==> src/rtl/gk110_boot_pkg.sv <==
// Shared definitions for the gk110 flash boot loader: FSM state encoding,
// serial-flash opcodes and command/transfer lengths.
package gk110_boot_pkg;

    localparam int CMD_WORD_W = 32;

    localparam logic [7:0] FLASH_CMD_WAKE = 8'hAB;
    localparam logic [7:0] FLASH_CMD_READ = 8'h03;

    // Number of SCK bits per transfer type
    localparam logic [5:0] BITS_OPCODE = 6'd8;
    localparam logic [5:0] BITS_CMD    = 6'd32;
    localparam logic [5:0] BITS_WORD   = 6'd16;

    typedef enum logic [2:0] {
        ST_WAKE,
        ST_WAKE_WAIT,
        ST_CMD,
        ST_DATA,
        ST_WRITE,
        ST_DONE,
        ST_ERROR
    } boot_state_t;

endpackage

==> src/rtl/flash_spi_shift.sv <==
// SPI mode-0 shift engine: generates SCK, shifts tx_data out MSB-first on
// MOSI (changing only on SCK falling edges) and samples MISO on SCK rising
// edges. A start pulse launches an nbits transfer; done pulses for one cycle
// after the last falling edge, leaving SCK low.
module flash_spi_shift
    import gk110_boot_pkg::*;
#(
    parameter int SCK_DIV = 1
) (
    input  logic                  cpu_clock,
    input  logic                  reset,
    input  logic                  start,
    input  logic [5:0]            nbits,
    input  logic [CMD_WORD_W-1:0] tx_data,
    input  logic                  miso,
    output logic                  sck,
    output logic                  mosi,
    output logic [15:0]           rx_data,
    output logic                  busy,
    output logic                  done
);

    localparam int DIV_W = (SCK_DIV < 1) ? 1 : $clog2(SCK_DIV + 1);
    localparam logic [DIV_W-1:0] DIV_LAST = DIV_W'(SCK_DIV);

    logic [CMD_WORD_W-1:0] tx_shift;
    logic [5:0]            bit_cnt;
    logic [DIV_W-1:0]      div_cnt;

    // Half-period divider, SCK toggling, MOSI shift-out and MISO shift-in
    always_ff @(posedge cpu_clock or negedge reset) begin
        // NOTE: sequential state uses non-blocking assignments so every
        // register samples pre-edge values regardless of statement order.
        if (!reset) begin
            sck      <= 1'b0;
            mosi     <= 1'b0;
            rx_data  <= '0;
            busy     <= 1'b0;
            done     <= 1'b0;
            tx_shift <= '0;
            bit_cnt  <= '0;
            div_cnt  <= '0;
        end else begin
            done <= 1'b0;
            if (start && !busy) begin
                busy     <= 1'b1;
                sck      <= 1'b0;
                mosi     <= tx_data[CMD_WORD_W-1];
                tx_shift <= tx_data << 1;
                bit_cnt  <= nbits;
                div_cnt  <= '0;
            end else if (busy) begin
                if (div_cnt == DIV_LAST) begin
                    div_cnt <= '0;
                    sck     <= ~sck;
                    if (!sck) begin
                        // rising edge: capture the flash output bit
                        rx_data <= {rx_data[14:0], miso};
                    end else begin
                        // falling edge: bit complete, present the next one
                        bit_cnt <= bit_cnt - 6'd1;
                        if (bit_cnt == 6'd1) begin
                            busy <= 1'b0;
                            done <= 1'b1;
                        end else begin
                            mosi     <= tx_shift[CMD_WORD_W-1];
                            tx_shift <= tx_shift << 1;
                        end
                    end
                end else begin
                    div_cnt <= div_cnt + DIV_W'(1);
                end
            end
        end
    end

endmodule

==> src/rtl/flash_boot_loader.sv <==
// Boot loader for the gk110 core: wakes the SPI flash, issues one streaming
// read at FLASH_BASE and copies WORD_COUNT 16-bit words into program memory,
// holding the core in reset until the copy completes.
// Optional feature macro BOOT_CHECKSUM_EN: reads one trailing word and only
// releases the core if the wrapping word sum plus the trailer is zero.
module flash_boot_loader
    import gk110_boot_pkg::*;
#(
    parameter int          MEM_ADDRESS_WIDTH = 12,
    parameter logic [23:0] FLASH_BASE        = 24'h100000,
    parameter int          WORD_COUNT        = 4096,
    parameter int          SCK_DIV           = 1,
    parameter int          WAKE_CYCLES       = 64
) (
    input  logic                         cpu_clock,
    input  logic                         reset,
    output logic                         SPI_CS,
    output logic                         SPI_SCK,
    output logic                         SPI_IO0_out,
    output logic                         SPI_IO0_config,
    input  logic                         SPI_IO1,
    output logic [MEM_ADDRESS_WIDTH-1:0] mem_addr,
    output logic [15:0]                  mem_data,
    output logic                         mem_we,
    output logic                         cpu_reset,
    output logic                         boot_done,
    output logic                         boot_error
);

    localparam logic [MEM_ADDRESS_WIDTH-1:0] LAST_ADDR = MEM_ADDRESS_WIDTH'(WORD_COUNT - 1);
    localparam logic [15:0] WAIT_LAST = 16'(WAKE_CYCLES - 1);

    boot_state_t           state, state_next;
    logic                  issued;
    logic                  start;
    logic [5:0]            nbits;
    logic [CMD_WORD_W-1:0] tx_word;
    logic                  busy;
    logic                  done;
    logic [15:0]           rx_word;
    logic [15:0]           wait_cnt;
    logic                  is_last;

`ifdef BOOT_CHECKSUM_EN
    logic                  trailer;
    logic [15:0]           sum;
`else
    localparam logic       trailer = 1'b0;
`endif

    assign is_last = (mem_addr == LAST_ADDR);

    flash_spi_shift #(
        .SCK_DIV (SCK_DIV)
    ) u_shift (
        .cpu_clock (cpu_clock),
        .reset     (reset),
        .start     (start),
        .nbits     (nbits),
        .tx_data   (tx_word),
        .miso      (SPI_IO1),
        .sck       (SPI_SCK),
        .mosi      (SPI_IO0_out),
        .rx_data   (rx_word),
        .busy      (busy),
        .done      (done)
    );

    // Next-state logic and shift-engine launch for the current phase
    always_comb begin
        // NOTE: every output of this block gets a default first so no
        // path through the case can leave one unassigned and infer a latch.
        state_next = state;
        start      = 1'b0;
        nbits      = BITS_WORD;
        tx_word    = '0;
        unique case (state)
            ST_WAKE: begin
                tx_word = {FLASH_CMD_WAKE, 24'h000000};
                nbits   = BITS_OPCODE;
                start   = !issued && !busy;
                if (done) state_next = ST_WAKE_WAIT;
            end
            ST_WAKE_WAIT: begin
                if (wait_cnt == WAIT_LAST) state_next = ST_CMD;
            end
            ST_CMD: begin
                tx_word = {FLASH_CMD_READ, FLASH_BASE};
                nbits   = BITS_CMD;
                start   = !issued && !busy;
                if (done) state_next = ST_DATA;
            end
            ST_DATA: begin
                start = !issued && !busy;
                if (done) begin
`ifdef BOOT_CHECKSUM_EN
                    if (trailer)
                        state_next = ((sum + rx_word) == 16'h0000) ? ST_DONE : ST_ERROR;
                    else
                        state_next = ST_WRITE;
`else
                    state_next = ST_WRITE;
`endif
                end
            end
            ST_WRITE: begin
`ifdef BOOT_CHECKSUM_EN
                state_next = ST_DATA;
`else
                state_next = is_last ? ST_DONE : ST_DATA;
`endif
            end
            ST_DONE:  state_next = ST_DONE;
            ST_ERROR: state_next = ST_ERROR;
            default:  state_next = ST_WAKE;
        endcase
    end

    // State register, launch flag, wake timer, write address/data and checksum
    always_ff @(posedge cpu_clock or negedge reset) begin
        if (!reset) begin
            state    <= ST_WAKE;
            issued   <= 1'b0;
            wait_cnt <= '0;
            mem_addr <= '0;
            mem_data <= '0;
`ifdef BOOT_CHECKSUM_EN
            trailer  <= 1'b0;
            sum      <= '0;
`endif
        end else begin
            state    <= state_next;
            issued   <= (state_next != state) ? 1'b0 : (issued | start);
            wait_cnt <= (state == ST_WAKE_WAIT) ? wait_cnt + 16'd1 : 16'd0;
            if (state == ST_DATA && done && !trailer)
                mem_data <= rx_word;
            // the address saturates on the last word instead of wrapping
            if (state == ST_WRITE && !is_last)
                mem_addr <= mem_addr + MEM_ADDRESS_WIDTH'(1);
`ifdef BOOT_CHECKSUM_EN
            if (state == ST_WRITE) begin
                sum <= sum + mem_data;
                if (is_last) trailer <= 1'b1;
            end
`endif
        end
    end

    // CS stays low from the wake opcode launch, and across CMD/DATA/WRITE
    assign SPI_CS         = !((state == ST_WAKE && issued) || state == ST_CMD ||
                              state == ST_DATA || state == ST_WRITE);
    assign SPI_IO0_config = ~SPI_CS;
    assign mem_we         = (state == ST_WRITE);
    assign cpu_reset      = (state != ST_DONE);
    assign boot_done      = (state == ST_DONE);
`ifdef BOOT_CHECKSUM_EN
    assign boot_error     = (state == ST_ERROR);
`else
    assign boot_error     = 1'b0;
`endif

endmodule

==> config.mk <==
export PLATFORM = sky130hd
export DESIGN_NAME = flash_boot_loader
export DESIGN_NICKNAME = d
export VERILOG_FILES = /design/src/rtl/gk110_boot_pkg.sv /design/src/rtl/flash_spi_shift.sv /design/src/rtl/flash_boot_loader.sv
export SDC_FILE = /design/constraint.sdc
export NUM_CORES = 1
export LEC_CHECK = 0
export BUFFER_PORTS_ARGS = -buffer_cell sky130_fd_sc_hd__buf_4
export CAP_MARGIN = 10
export CORE_UTILIZATION = 63
export DETAILED_ROUTE_END_ITERATION = 7
export PLACE_DENSITY = 0.95
export SLEW_MARGIN = 30
export SYNTH_ARGS = -nofsm -noshare
export SYNTH_HDL_FRONTEND = slang
export SYNTH_SLANG_ARGS = --single-unit
==> constraint.sdc <==
create_clock -name cpu_clock -period 4.94 [get_ports cpu_clock]
set_clock_uncertainty 0.05 [all_clocks]
set_input_delay 0.988 -clock cpu_clock [delete_from_list [all_inputs] [get_ports cpu_clock]]
set_output_delay 0.988 -clock cpu_clock [all_outputs]
set_load 0.02 [all_outputs]
Word level (Yosys, flattened, before mapping)
Index checks and enable logic that the tools add are counted.
W data, S select, Z words.
{ "classes": {"addsub": 4, "eq_ne": 12, "muxes": 41, "bitwise_logic": 3, "reduce_logical": 21} }
{ "ops": {"columns": ["cell", "n"], "rows": [
  ["$mux W32", 5],
  ["$pmux W32 S2", 1],
  ["$mux W6", 4],
  ["$mux W1", 23],
  ["$pmux W3 S7", 1],
  ["$add A16 B1 Y16 const B", 1],
  ["$eq A16 B6 Y1 const B", 1],
  ["$mux W16", 1],
  ["$mux W3", 5],
  ["$add A12 B1 Y12 const B", 1],
  ["$eq A12 B12 Y1 const B", 1],
  ["$pmux W6 S2", 1],
  ["$eq A3 B3 Y1 const B", 3],
  ["$reduce_and A4 Y1", 2],
  ["$eq A3 B2 Y1 const B", 2],
  ["$eq A6 B1 Y1 const B", 1],
  ["$reduce_bool A2 Y1", 3],
  ["$sub A6 B1 Y6 const B", 1],
  ["$logic_and A1 B1 Y1", 5],
  ["$logic_not A1 Y1", 4],
  ["$eq A3 B1 Y1 const B", 1],
  ["$logic_not A3 Y1", 1],
  ["$logic_or A1 B1 Y1", 3],
  ["$ne A3 B3 Y1", 1],
  ["8 further kinds", 9]
]} }
{ "word_totals": {"regBits": 107, "in_bits": 3, "out_inout_bits": 36, "word_cells": 94} }

Depth between registers and ports, before layout
Gate-level depths: netlist of run 1.
{ "logic_depth": {"ltp_word": 6, "ltp_mapped": 7, "mapped_depth_nobuf": 6} }

Cells and area by module
From an unflattened synthesis of run 1, not the netlist that was laid out.
{ "hier_totals": {"cells_unflattened": 475, "area_unflattened_um2": 5127.4} }
{ "modules_own_cells": {"columns": ["mod", "n_inst", "cells_per_inst", "area_each_um2", "seq_area_each_um2"], "rows": [
  ["flash_spi_shift", 1, 273, 2882.8, 1451.4],
  ["flash_boot_loader", 1, 202, 2244.7, 1201.2]
]} }

Worst setup path before layout of run 1
OpenSTA, ideal clock, no wires.
{ "synth_timing": {"path_type": "register -> output", "startpoint": "register state[0]", "endpoint": "output port SPI_CS", "arrival_ns": 1.123, "required_ns": 3.902, "setup_slack_ns": 2.779, "path_stages_with_launch": 5, "n_path_buf": 1, "path_cell_list": "dfrtp_1 clkbuf_1 nor2_1 o21a_1 inv_1"} }
{ "synth_between": {"elab_chain_len": 6, "elab_cells_between_ends": 9, "classes_between": "3 x eq/ne; 6 x reduce/logical"} }
{ "synth_rtl": {"columns": ["item", "line_no", "text"], "rows": [
  ["from (decl)", "flash_boot_loader.sv:33", "boot_state_t state, state_next;"],
  ["from (signal assigned)", "flash_boot_loader.sv:132", "state <= state_next;"],
  ["$logic_not A3 Y1", "flash_boot_loader.sv:150", "assign SPI_CS = !((state == ST_WAKE && issued) || state == ST_CMD ||"],
  ["$logic_and A1 B1 Y1", "flash_boot_loader.sv:150", null],
  ["$logic_or A1 B1 Y1 (2 in a row)", "flash_boot_loader.sv:150", null],
  ["$logic_or A1 B1 Y1 (*)", "flash_boot_loader.sv:151", "state == ST_DATA || state == ST_WRITE);"],
  ["via SPI_IO0_config", "flash_boot_loader.sv:20", "output logic SPI_IO0_config,"],
  ["$logic_not A1 Y1 (*)", "flash_boot_loader.sv:150", null],
  ["to (decl)", "flash_boot_loader.sv:17", "output logic SPI_CS,"]
]} }
Mark *: on every way through the listed nets, which the timed path passes. The rest lies on a longest branch.

Worst setup path in the final report of run 1
{ "layout_timing": {"startpoint": "register state[0]", "endpoint": "output port cpu_reset"} }
{ "layout_between": {"elab_chain_len": 1} }
{ "layout_rtl": {"columns": ["item", "line_no", "text"], "rows": [
  ["$ne A3 B3 Y1", "flash_boot_loader.sv:154", "assign cpu_reset = (state != ST_DONE);"],
  ["to (decl)", "flash_boot_loader.sv:25", "output logic cpu_reset,"]
]} }
Every way passes these cells.

==> summary.md, run 1 <==
| Metric | Value |
|---|---|
| Critical Path Start Type | `flop` |
| First-pass GRT wire length | `12.3 mm` |
| # IOs | `39` |
| Critical path buffers and inverters | `2` |
| Sequential power share | `0.548` |
| Clk root buf | `clkbuf_8` |
| Final Hold Fails | `0` |
| Vias in the first global route | `between 2000 and 3000` |
| Asr flop ratio synth | `1.00` |
| Clk slew on worst S/H paths | `around 0.09 ns` |
| Peak supply drop | `approximately 0.32 mV` |
| Worst EP arrival | `~1.7 ns` |
| IO Port Bufs | `37` |
| Max-cap violations | `0` |
| Antenna cells | `0` |
| Final wirelength | `about 7 mm` |
| Max-slew violations | `0` |
| DR vias | `roughly 2600` |
| Die X | `80.1 um` |
| Nets@finish | `377` |
| Final non-filler cell total | `450` |
| Row cnt | `28` |
| First-pass detailed-route iteration total | `4` |
| Kind of end point of the critical path | `output pin` |
| Yosys reg bits | `86` |
| Reg-to-reg startpoint | `state[0]$_DFF_PN0_` |
| Starting Density | `0.653` |
| CTS-repair resized insts | `0` |
| Min-Delay Path Class | `reg2reg` |
| HP Start | `u_shift.tx_shift[21]$_DFFE_PN0P_` |
| CTS Buf Count | `9` |
| Worst-Skew Late Latency | `between 0.3 and 0.4 ns` |
| Relative slew slack | `0.436` |
| Die Ht | `~80 um` |
| Crit Path Category | `reg2out` |
| Most common cell after layout, fill and taps aside | `dfrtp_1` |
| Largest net degree at the start of global routing | `87` |
| Seq/Total Area, Yosys | `0.560` |
| Cell family with most CP delay | `flip-flops` |
| Worst path max stage delay | `about 0.6 ns` |
| CP required | `3.90 ns` |
| Vias per cell | `5.86` |
| Antenna violations before repair | `0` |
| Top_reg_cell synth | `dfrtp_1` |
| Number of H-tree levels | `3` |
| DRC viols | `0` |
| DP HPWL | `4.83 mm` |
| CTS Sinks | `86` |
| Post-CTS Repair Setup Buffers | `0` |
| Setup TNS | `0 ns` |
| Die footprint | `approximately 0.0064 sq mm` |
| Syn nets | `around 340` |
| Power density over cell area | `roughly 300 mW/mm^2` |
| YS warnings | `0` |
| Final Setup Violations | `0` |
| Minimum clock period | `2.74 ns` |
| Area growth from synthesis to layout | `14.9%` |
| GRT Resource Usage Total | `0.258` |
| Cells after DPL | `~430` |
| Actual slew at the worst max-slew pin | `~0.84 ns` |
| Crit-path slowest cell | `dfrtp_1` |
| Starting DRT DRC Count | `~280` |
| Mapped cell area | `~0.0038 sq mm` |
| Sw Pwr | `approximately 0.00027 W` |
| CTS Hold Buffers Added | `0` |
| P_int | `just over 0.001 W` |
| Worst-path cell chain | `nor2b_1 -> and2_1 -> inv_2 -> buf_4` |
| Proportion of layout cells with a drive suffix above 1 | `0.163` |
| Antenna-violating nets left | `0` |
| Syn Inst Count | `334` |
| Mean Syn Cell Area | `11.5 sq um` |
| Fmax | `approximately 360 MHz` |
| Status | `finished clean` |
| CTS tree | `done` |
| Gr ovfl total | `0` |
| Core Area | `roughly 0.0059 sq mm` |
| RSZ-0062 raised after global routing | `false` |
| Switching share of power | `0.208` |
| Clk network pwr share | `0.438` |
| Fin crit share | `0.556` |
| Critical path fanouts, max | `14` |
| DR WL/cell | `about 16 um` |
| EDFF count, synth | `0` |
| Post-layout power | `around 0.0013 W` |
| Comb power frac | `0.014` |
| Lkg Pwr | `between 2 and 2.5 nW` |
| Worst setup startpoint | `state[0]$_DFF_PN0_` |
| CTS max path bufs | `2` |
| Gpl congestion | `around 0.8` |
| Unique masters post-synth | `47` |
| Commonest non-fill, non-tap cells in the layout | `86 x dfrtp_1, 37 x buf_4, 34 x mux2_1` |
## state kept, by name (all words and copies together), names as in the netlist
name              cells
mem_data             16
u_shift.rx_data      16
wait_cnt             16
mem_addr             12
u_shift.tx_shift     11
u_shift.bit_cnt       6
state                 3
issued                1
u_shift.busy          1
u_shift.div_cnt       1
u_shift.done          1
u_shift.mosi          1
u_shift.sck           1
## synthesized netlist by cell type, types with 3 or more instances
master | n | share of area
nor2_1 | 31 | 0.030
a21oi_1 | 4 | 0.0052
mux2_1 | 34 | 0.10
nor4_1 | 7 | 0.011
a31oi_1 | 3 | 0.0049
mux2i_1 | 8 | 0.021
nor3_1 | 10 | 0.013
clkbuf_1 | 8 | 0.0078
ha_1 | 4 | 0.013
inv_1 | 8 | 0.0078
and2_1 | 5 | 0.0081
buf_2 | 5 | 0.0065
and4_1 | 3 | 0.0068
xnor2_1 | 14 | 0.032
nand2b_1 | 3 | 0.0049
o21ai_1 | 8 | 0.010
and3_1 | 5 | 0.0081
xor2_1 | 9 | 0.021
nand2_1 | 21 | 0.021
nand3_1 | 7 | 0.0091
o221a_1 | 3 | 0.0088
dfrtp_1 | 86 | 0.56
nand4_1 | 11 | 0.018
## layer usage
metal / up-vias / GRT usage / routed length (um)
met1: 1300 / 0.347 / 3250
met2: 76 / 0.415 / 3510
met5: - / 0 / 0
li1: 1245 / - / -
met3: 18 / 0.0477 / 308
met4: 0 / 0.107 / 146
## path summary, 6_finish.rpt
path | endpoint | slack [ns] | depth (start not counted)
max reg2reg | issued$_DFF_PN0_ | 2.40 | 4
min in group asynchronous | mem_addr[3]$_DFFE_PN0P_ | 0.60 | 1
min | u_shift.tx_shift[21]$_DFFE_PN0P_ | 0.43 | 1
max | cpu_reset | 2.20 | 4
min reg2reg | u_shift.tx_shift[21]$_DFFE_PN0P_ | 0.43 | 1
max in group asynchronous | u_shift.bit_cnt[1]$_DFFE_PN0P_ | 3.70 | 1
## per-stage QoR
| step | instance area (sq um) | hold WS, ns | util | setup WS, ns |
|---|---|---|---|---|
| after detailed placement | 4170 | 0.418 | 0.709 | 2.53 |
| after global routing | 4420 | 0.461 | 0.750 | 2.08 |
| after global placement | 4170 | 0.410 | 0.708 | 2.69 |
| after CTS | 4410 | 0.435 | 0.749 | 2.22 |
| after floorplan | 3840 | 0.397 | - | 2.78 |
| final | 4420 | 0.430 | 0.750 | 2.20 |
## cell type report
class                           instances  area [sq um]
Clock buffer                           12           155
Clock inverter                          4          77.6
Fill cell                             355          1470
Inverter                               11          41.3
Multi-Input combinational cell        223          1600
Sequential cell                        86          2150
Tap cell                               75          93.8
Timing Repair Buffer                   39           300
## power groups by stage
stage	clock (W)	combinational, W	sequential, W
detailed placement	0	0.0000185	0.000724
finish	0.000568	0.0000177	0.000710
global placement	0	0.0000175	0.000723
CTS	0.000572	0.0000188	0.000710
global route	0.000604	0.0000214	0.000711
floorplan	0	0.00000380	0.000723
## logic make-up after synthesis
logic type               synth area share
AND/OR/NAND/NOR                     0.161
flip-flops                          0.560
multiplexers                        0.123
AO/OA/AOI/OAI                      0.0625
buffers and inverters              0.0270
XOR/XNOR                           0.0524
adder cells (fa/ha/maj)            0.0130
other                            0.000976
No activity file was read; power rests on OpenSTA's default activity.
==> inputs of run 2 (changes only) <==
Settings changed: CORE_UTILIZATION 63 to 58, PLACE_DENSITY 0.95 to 0.9.
Clock period 4.94 ns to 2.9 ns, I/O delays scaled along.
==> summary.md, run 2 (synthesized netlist as in run 1, its figures left out) <==
| Metric | Value |
|---|---|
| CTS-repair resized insts | `0 (unchanged)` |
| CTS Hold Buffers Added | `0 (unchanged)` |
| Largest registers | `mem_data x16, u_shift.rx_data x16, wait_cnt x16` |
| Post-CTS Repair Setup Buffers | `0 (unchanged)` |
| CTS max path bufs | `2 (unchanged)` |
| Core Area | `0.00639 sq mm (+8.5%)` |
| Relative slew slack | `0.439 (+0.00276)` |
| Gr ovfl total | `0 (unchanged)` |
| Max-slew violations | `0 (unchanged)` |
| Crit-path slowest cell | `dfrtp_1` |
| Area growth from synthesis to layout | `15.9%` |
| DR vias | `2679 (+1.5%)` |
| Fin crit share | `0.806` |
| Largest net degree at the start of global routing | `87 (unchanged)` |
| Cell family with most CP delay | `simple AND/OR/NAND/NOR gates` |
| IO Port Bufs | `37 (unchanged)` |
| Fmax | `~430 MHz` |
| DP HPWL | `4.49 mm (-7.0%)` |
| Actual slew at the worst max-slew pin | `0.841 ns (+0.00359 ns)` |
| Nets@finish | `378 (+0.27%)` |
| Min-Delay Path Class | `in2async` |
| Most common cell after layout, fill and taps aside | `dfrtp_1` |
| Minimum clock period | `roughly 2.3 ns` |
| Die X | `83.4 um (+4.1%)` |
| Setup TNS | `0 ns (unchanged)` |
| Critical path buffers and inverters | `2 (unchanged)` |
| Final Hold Fails | `0 (unchanged)` |
| Antenna violations before repair | `0 (unchanged)` |
| DRC viols | `0 (unchanged)` |
| Crit Path Category | `reg2out` |
| CTS Buf Count | `9 (unchanged)` |
| Worst path max stage delay | `0.58 ns (-0.02 ns)` |
| Lkg Pwr | `2.21 nW (+0.88%)` |
| Die footprint | `0.00695 sq mm (+8.4%)` |
| CTS Sinks | `86 (unchanged)` |
| Worst EP arrival | `1.71 ns (about the same)` |
| Final wirelength | `7.10 mm (-1.6%)` |
| Vias in the first global route | `2583 (-0.88%)` |
| Peak supply drop | `0.351 mV (+8.3%)` |
| Fillers | `425 (+20%)` |
| Starting Density | `0.602 (-0.0512)` |
| CTS tree | `done` |
| Antenna-violating nets left | `0 (unchanged)` |
| Die Ht | `83.4 um (+4.1%)` |
| Clk slew on worst S/H paths | `0.08 ns (about the same)` |
| First-pass GRT wire length | `12.0 mm (-2.5%)` |
| Power density over cell area | `520 mW/mm^2 (+77%)` |
| # IOs | `39 (unchanged)` |
| Worst Slack Setup Final | `0.563 ns (-1.63 ns)` |
| Worst-Skew Late Latency | `0.35 ns (about the same)` |
| Post-placement worst setup slack | `0.624 ns (-1.90 ns)` |
| DR WL/cell | `15.7 um (-2.3%)` |
| Worst-path cell chain | `nor2b_1 -> and2_1 -> inv_2 -> buf_4` |
| GRT Resource Usage Total | `0.216 (-0.0416)` |
| Max-cap violations | `0 (unchanged)` |
| Multi-input gate area | `0.00159 sq mm (-0.23%)` |
| Kind of end point of the critical path | `output pin` |
| Final Setup Violations | `0 (unchanged)` |
| Number of H-tree levels | `3 (unchanged)` |
| Status | `finished clean` |
| RSZ-0062 raised after global routing | `false` |
| Vias per cell | `5.91 (+0.84%)` |
| Gpl congestion | `0.803 (-1.7%)` |
| CP required | `2.27 ns (-1.63 ns)` |
| Clk root buf | `clkbuf_8` |
| Register Area | `0.00215 sq mm (unchanged)` |
| Commonest non-fill, non-tap cells in the layout | `86 x dfrtp_1, 38 x buf_4, 34 x mux2_1` |
| First-pass detailed-route iteration total | `4 (unchanged)` |
| Starting DRT DRC Count | `171 (-39%)` |
| Proportion of layout cells with a drive suffix above 1 | `0.162 (-0.000433)` |
| Row cnt | `29 (+3.6%)` |
| Antenna cells | `0 (unchanged)` |
| Critical Path Start Type | `flop` |
| Critical path fanouts, max | `14 (unchanged)` |
## run 2: cell types whose count changed in the layout (fill, tap and decap cells not counted), sizes merged
cell	previous run	this run
buf	39	40
clkbuf	12	10
bufinv	2	4
inv	11	10
clkinv	2	3
## run 2: metrics by stage
| stage | util | cell area [sq um] | hold slack [ns] | instances | total power, W |
|---|---|---|---|---|---|
| after floorplan | - | 3840 | 0.234 | 334 | 0.00124 |
| after global placement | 0.654 | 4180 | 0.412 | 436 | 0.00126 |
| after detailed placement | 0.654 | 4180 | 0.419 | 436 | 0.00126 |
| after CTS | 0.695 | 4440 | 0.243 | 452 | 0.00233 |
| after global routing | 0.697 | 4450 | 0.284 | 453 | 0.00238 |
| final | 0.697 | 4450 | 0.224 | 453 | 0.00232 |
## run 2: final cells by class
cell class / instances / area share
Clock buffer: 10 / 0.0287
Clock inverter: 6 / 0.0301
Inverter: 11 / 0.00927
Multi-Input combinational cell: 223 / 0.358
Sequential cell: 86 / 0.483
Tap cell: 77 / 0.0216
Timing Repair Buffer: 40 / 0.0691
## run 2: final timing paths
check | startpoint | endpoint | slack (ns) | depth (start not counted)
setup / recovery | state[0]$_DFF_PN0_ | cpu_reset | 0.56 | 4
hold / removal | reset | mem_addr[6]$_DFFE_PN0P_ | 0.22 | 1
hold reg to reg | wait_cnt[0]$_DFF_PN0_ | wait_cnt[0]$_DFF_PN0_ | 0.43 | 1
max in group asynchronous | reset | wait_cnt[1]$_DFF_PN0_ | 2.08 | 1
min in group cpu_clock | SPI_IO1 | u_shift.rx_data[0]$_DFFE_PN0P_ | 0.39 | 2
setup reg to reg | state[0]$_DFF_PN0_ | state[0]$_DFF_PN0_ | 0.61 | 4
## run 2: layer usage
metal	vias to the layer above	GRT usage	part of all wire
met5	-	0	0
met4	0	0.0846	0.022
met3	15	0.0666	0.037
met2	68	0.338	0.48
met1	1344	0.284	0.46
li1	1252	-	-
## run 2: power breakdown
part | internal, W | switching, W | total, W
logic | 0.00000550 | 0.0000243 | 0.0000298
registers | 0.00120 | 0.00000425 | 0.00121
clock network | 0.000660 | 0.000419 | 0.00108
==> inputs of run 3 (changes only) <==
Settings changed: CORE_UTILIZATION 58 to 53, PLACE_DENSITY 0.9 to 0.87.
Clock period 2.9 ns to 2 ns, I/O delays scaled along.
==> summary.md, run 3 (synthesized netlist as in run 1, its figures left out) <==
| Metric | Value |
|---|---|
| Fillers | `518 (+22%)` |
| Vias in the first global route | `2619 (+1.4%)` |
| Die footprint | `0.00759 sq mm (+9.2%)` |
| RSZ-0062 raised after global routing | `false` |
| Starting DRT DRC Count | `134 (-22%)` |
| Gr ovfl total | `0 (unchanged)` |
| Nets@finish | `390 (+3.2%)` |
| Post-layout power | `0.00322 W (+39%)` |
| Vias per cell | `5.61 (-5.1%)` |
| IO Port Bufs | `37 (unchanged)` |
| Final Instance Area | `0.00457 sq mm (+2.7%)` |
| CP required | `1.55 ns (-0.72 ns)` |
| CTS Sinks | `86 (unchanged)` |
| Power density over cell area | `705 mW/mm^2 (+36%)` |
| Met1 WL | `3.26 mm (+0.34%)` |
| Actual slew at the worst max-slew pin | `0.738 ns (-0.104 ns)` |
| Largest net degree at the start of global routing | `42 (-52%)` |
| Cells after DPL | `467 (+7.1%)` |
| Starting Density | `0.556 (-0.0453)` |
| Final wirelength | `7.23 mm (+1.9%)` |
| Critical Path Start Type | `flop` |
| Largest registers | `mem_data x16, u_shift.rx_data x16, wait_cnt x16` |
| Wire length on met2 | `3.62 mm (+5.8%)` |
| Final Setup Violations | `0 (unchanged)` |
| Lkg Pwr | `2.27 nW (+2.7%)` |
| Max-cap violations | `0 (unchanged)` |
| Relative slew slack | `0.508 (+0.0691)` |
| Max-slew violations | `0 (unchanged)` |
| Die X | `87.1 um (+4.5%)` |
| Critical path buffers and inverters | `2 (unchanged)` |
| Most common cell after layout, fill and taps aside | `dfrtp_1` |
| Worst Reg-to-Reg Cells | `4 (unchanged)` |
| Antenna cells | `0 (unchanged)` |
| Critical path fanouts, max | `8 (-6)` |
| Clk slew on worst S/H paths | `0.09 ns (about the same)` |
| GRT Resource Usage Total | `0.208 (-0.00802)` |
| Top sig layer | `met4` |
| Final Hold Fails | `0 (unchanged)` |
| Met3 wire length | `260 um (-2.3%)` |
| DR vias | `2715 (+1.3%)` |
| Commonest non-fill, non-tap cells in the layout | `85 x dfrtp_1, 49 x buf_4, 34 x mux2_1` |
| CTS tree | `done` |
| Worst path max stage delay | `0.46 ns (-0.12 ns)` |
| First-pass GRT wire length | `12.1 mm (+1.2%)` |
| Final non-filler cell total | `484 (+6.8%)` |
| Gpl congestion | `0.843 (+4.9%)` |
| Die Ht | `87.1 um (+4.5%)` |
| Status | `finished clean` |
| Worst-path cell chain | `or3b_1 -> inv_2 -> buf_4` |
| Area growth from synthesis to layout | `19.0%` |
| Stages on worst setup path | `3 (-1)` |
| Row cnt | `30 (+3.4%)` |
| Minimum clock period | `~1.9 ns` |
| Worst-Skew Late Latency | `0.36 ns (about the same)` |
| Hold Path Depth | `2` |
| Fmax | `between 500 and 600 MHz` |
| Cell family with most CP delay | `flip-flops` |
| DRC viols | `0 (unchanged)` |
| Peak supply drop | `0.480 mV (+37%)` |
| Antenna violations before repair | `0 (unchanged)` |
| Clk root buf | `clkbuf_8` |
| Proportion of layout cells with a drive suffix above 1 | `0.196 (+0.0336)` |
| Setup TNS | `0 ns (unchanged)` |
| DR WL/cell | `14.9 um (-4.6%)` |
| DP HPWL | `4.99 mm (+11%)` |
| Crit-path slowest cell | `dfrtp_2` |
| CTS Buf Count | `9 (unchanged)` |
| Crit Path Category | `reg2out` |
| Post-placement worst setup slack | `0.258 ns (-0.366 ns)` |
| Core Area | `0.00691 sq mm (+8.2%)` |
| Post-CTS Repair Setup Buffers | `0 (unchanged)` |
| First-pass detailed-route iteration total | `4 (unchanged)` |
| Worst Slack Setup Final | `0.0587 ns (-0.504 ns)` |
| Kind of end point of the critical path | `output pin` |
| Fin crit share | `0.971` |
| Worst EP arrival | `1.49 ns (-0.22 ns)` |
| # IOs | `39 (unchanged)` |
| Placed Instance Area | `0.00431 sq mm (+3.2%)` |
| Min-Delay Path Class | `in2reg` |
| Number of H-tree levels | `3 (unchanged)` |
| Antenna-violating nets left | `0 (unchanged)` |
| CTS max path bufs | `2 (unchanged)` |
-- run 3: cell types whose count changed in the layout (fill, tap and decap cells not counted), moves of 2 or more --
cell and change:
buf_12 +2, buf_4 +11, buf_6 -2, bufinv_16 -2, inv_6 +2, inv_8 +2
-- run 3: final cells by class --
type                       count  area (sq um)  share of cell area
tap                           96           120              0.0263
multi-input combinational    223          1600               0.350
clock buffer                  10           138              0.0301
timing repair buffer          52           418              0.0914
inverter                      11          41.3             0.00903
sequential                    86          2150               0.471
clock inverter                 6           100              0.0219
-- run 3: power by group --
group	switching, W	internal, W	leakage, nW
Clock	0.000657	0.000764	0.121
Combinational	0.0000373	0.0000139	1.00
Sequential	0.00000597	0.00175	1.15
Total	0.000700	0.00252	2.27
-- run 3: timing repair --
| action | 4_1_cts | 5_1_grt |
|---|---|---|
| endpoints found under the setup margin | 1 | 5 |
| resized for setup | 1 | 3 |
| hold buffers | 1 | 0 |
| hold endpoints to repair | 31 | 0 |
-- run 3: layer usage --
layer / vias to the layer above / GRT usage
li1: 1271 / -
met1: 1376 / 0.260
met2: 54 / 0.354
met3: 14 / 0.0521
met4: 0 / 0.0715
met5: - / 0
-- run 3: path summary, 6_finish.rpt --
path | startpoint | endpoint | slack (ns)
hold reg to reg | u_shift.tx_shift[21]$_DFFE_PN0P_ | u_shift.tx_shift[21]$_DFFE_PN0P_ | 0.44
min in group asynchronous | reset | mem_addr[6]$_DFFE_PN0P_ | 0.47
hold / removal | SPI_IO1 | u_shift.rx_data[0]$_DFFE_PN0P_ | 0.21
setup reg to reg | wait_cnt[2]$_DFF_PN0_ | wait_cnt[15]$_DFF_PN0_ | 0.23
max in group asynchronous | reset | wait_cnt[14]$_DFF_PN0_ | 0.86
setup / recovery | state[2]$_DFF_PN0_ | mem_we | 0.06
-- run 3: metrics by stage --
step / hold WS [ns] / util
global placement: 0.317 / 0.625
finish: 0.213 / 0.662
CTS: 0.198 / 0.661
global route: 0.211 / 0.662
detailed placement: 0.322 / 0.625
floorplan: 0.0544 / -
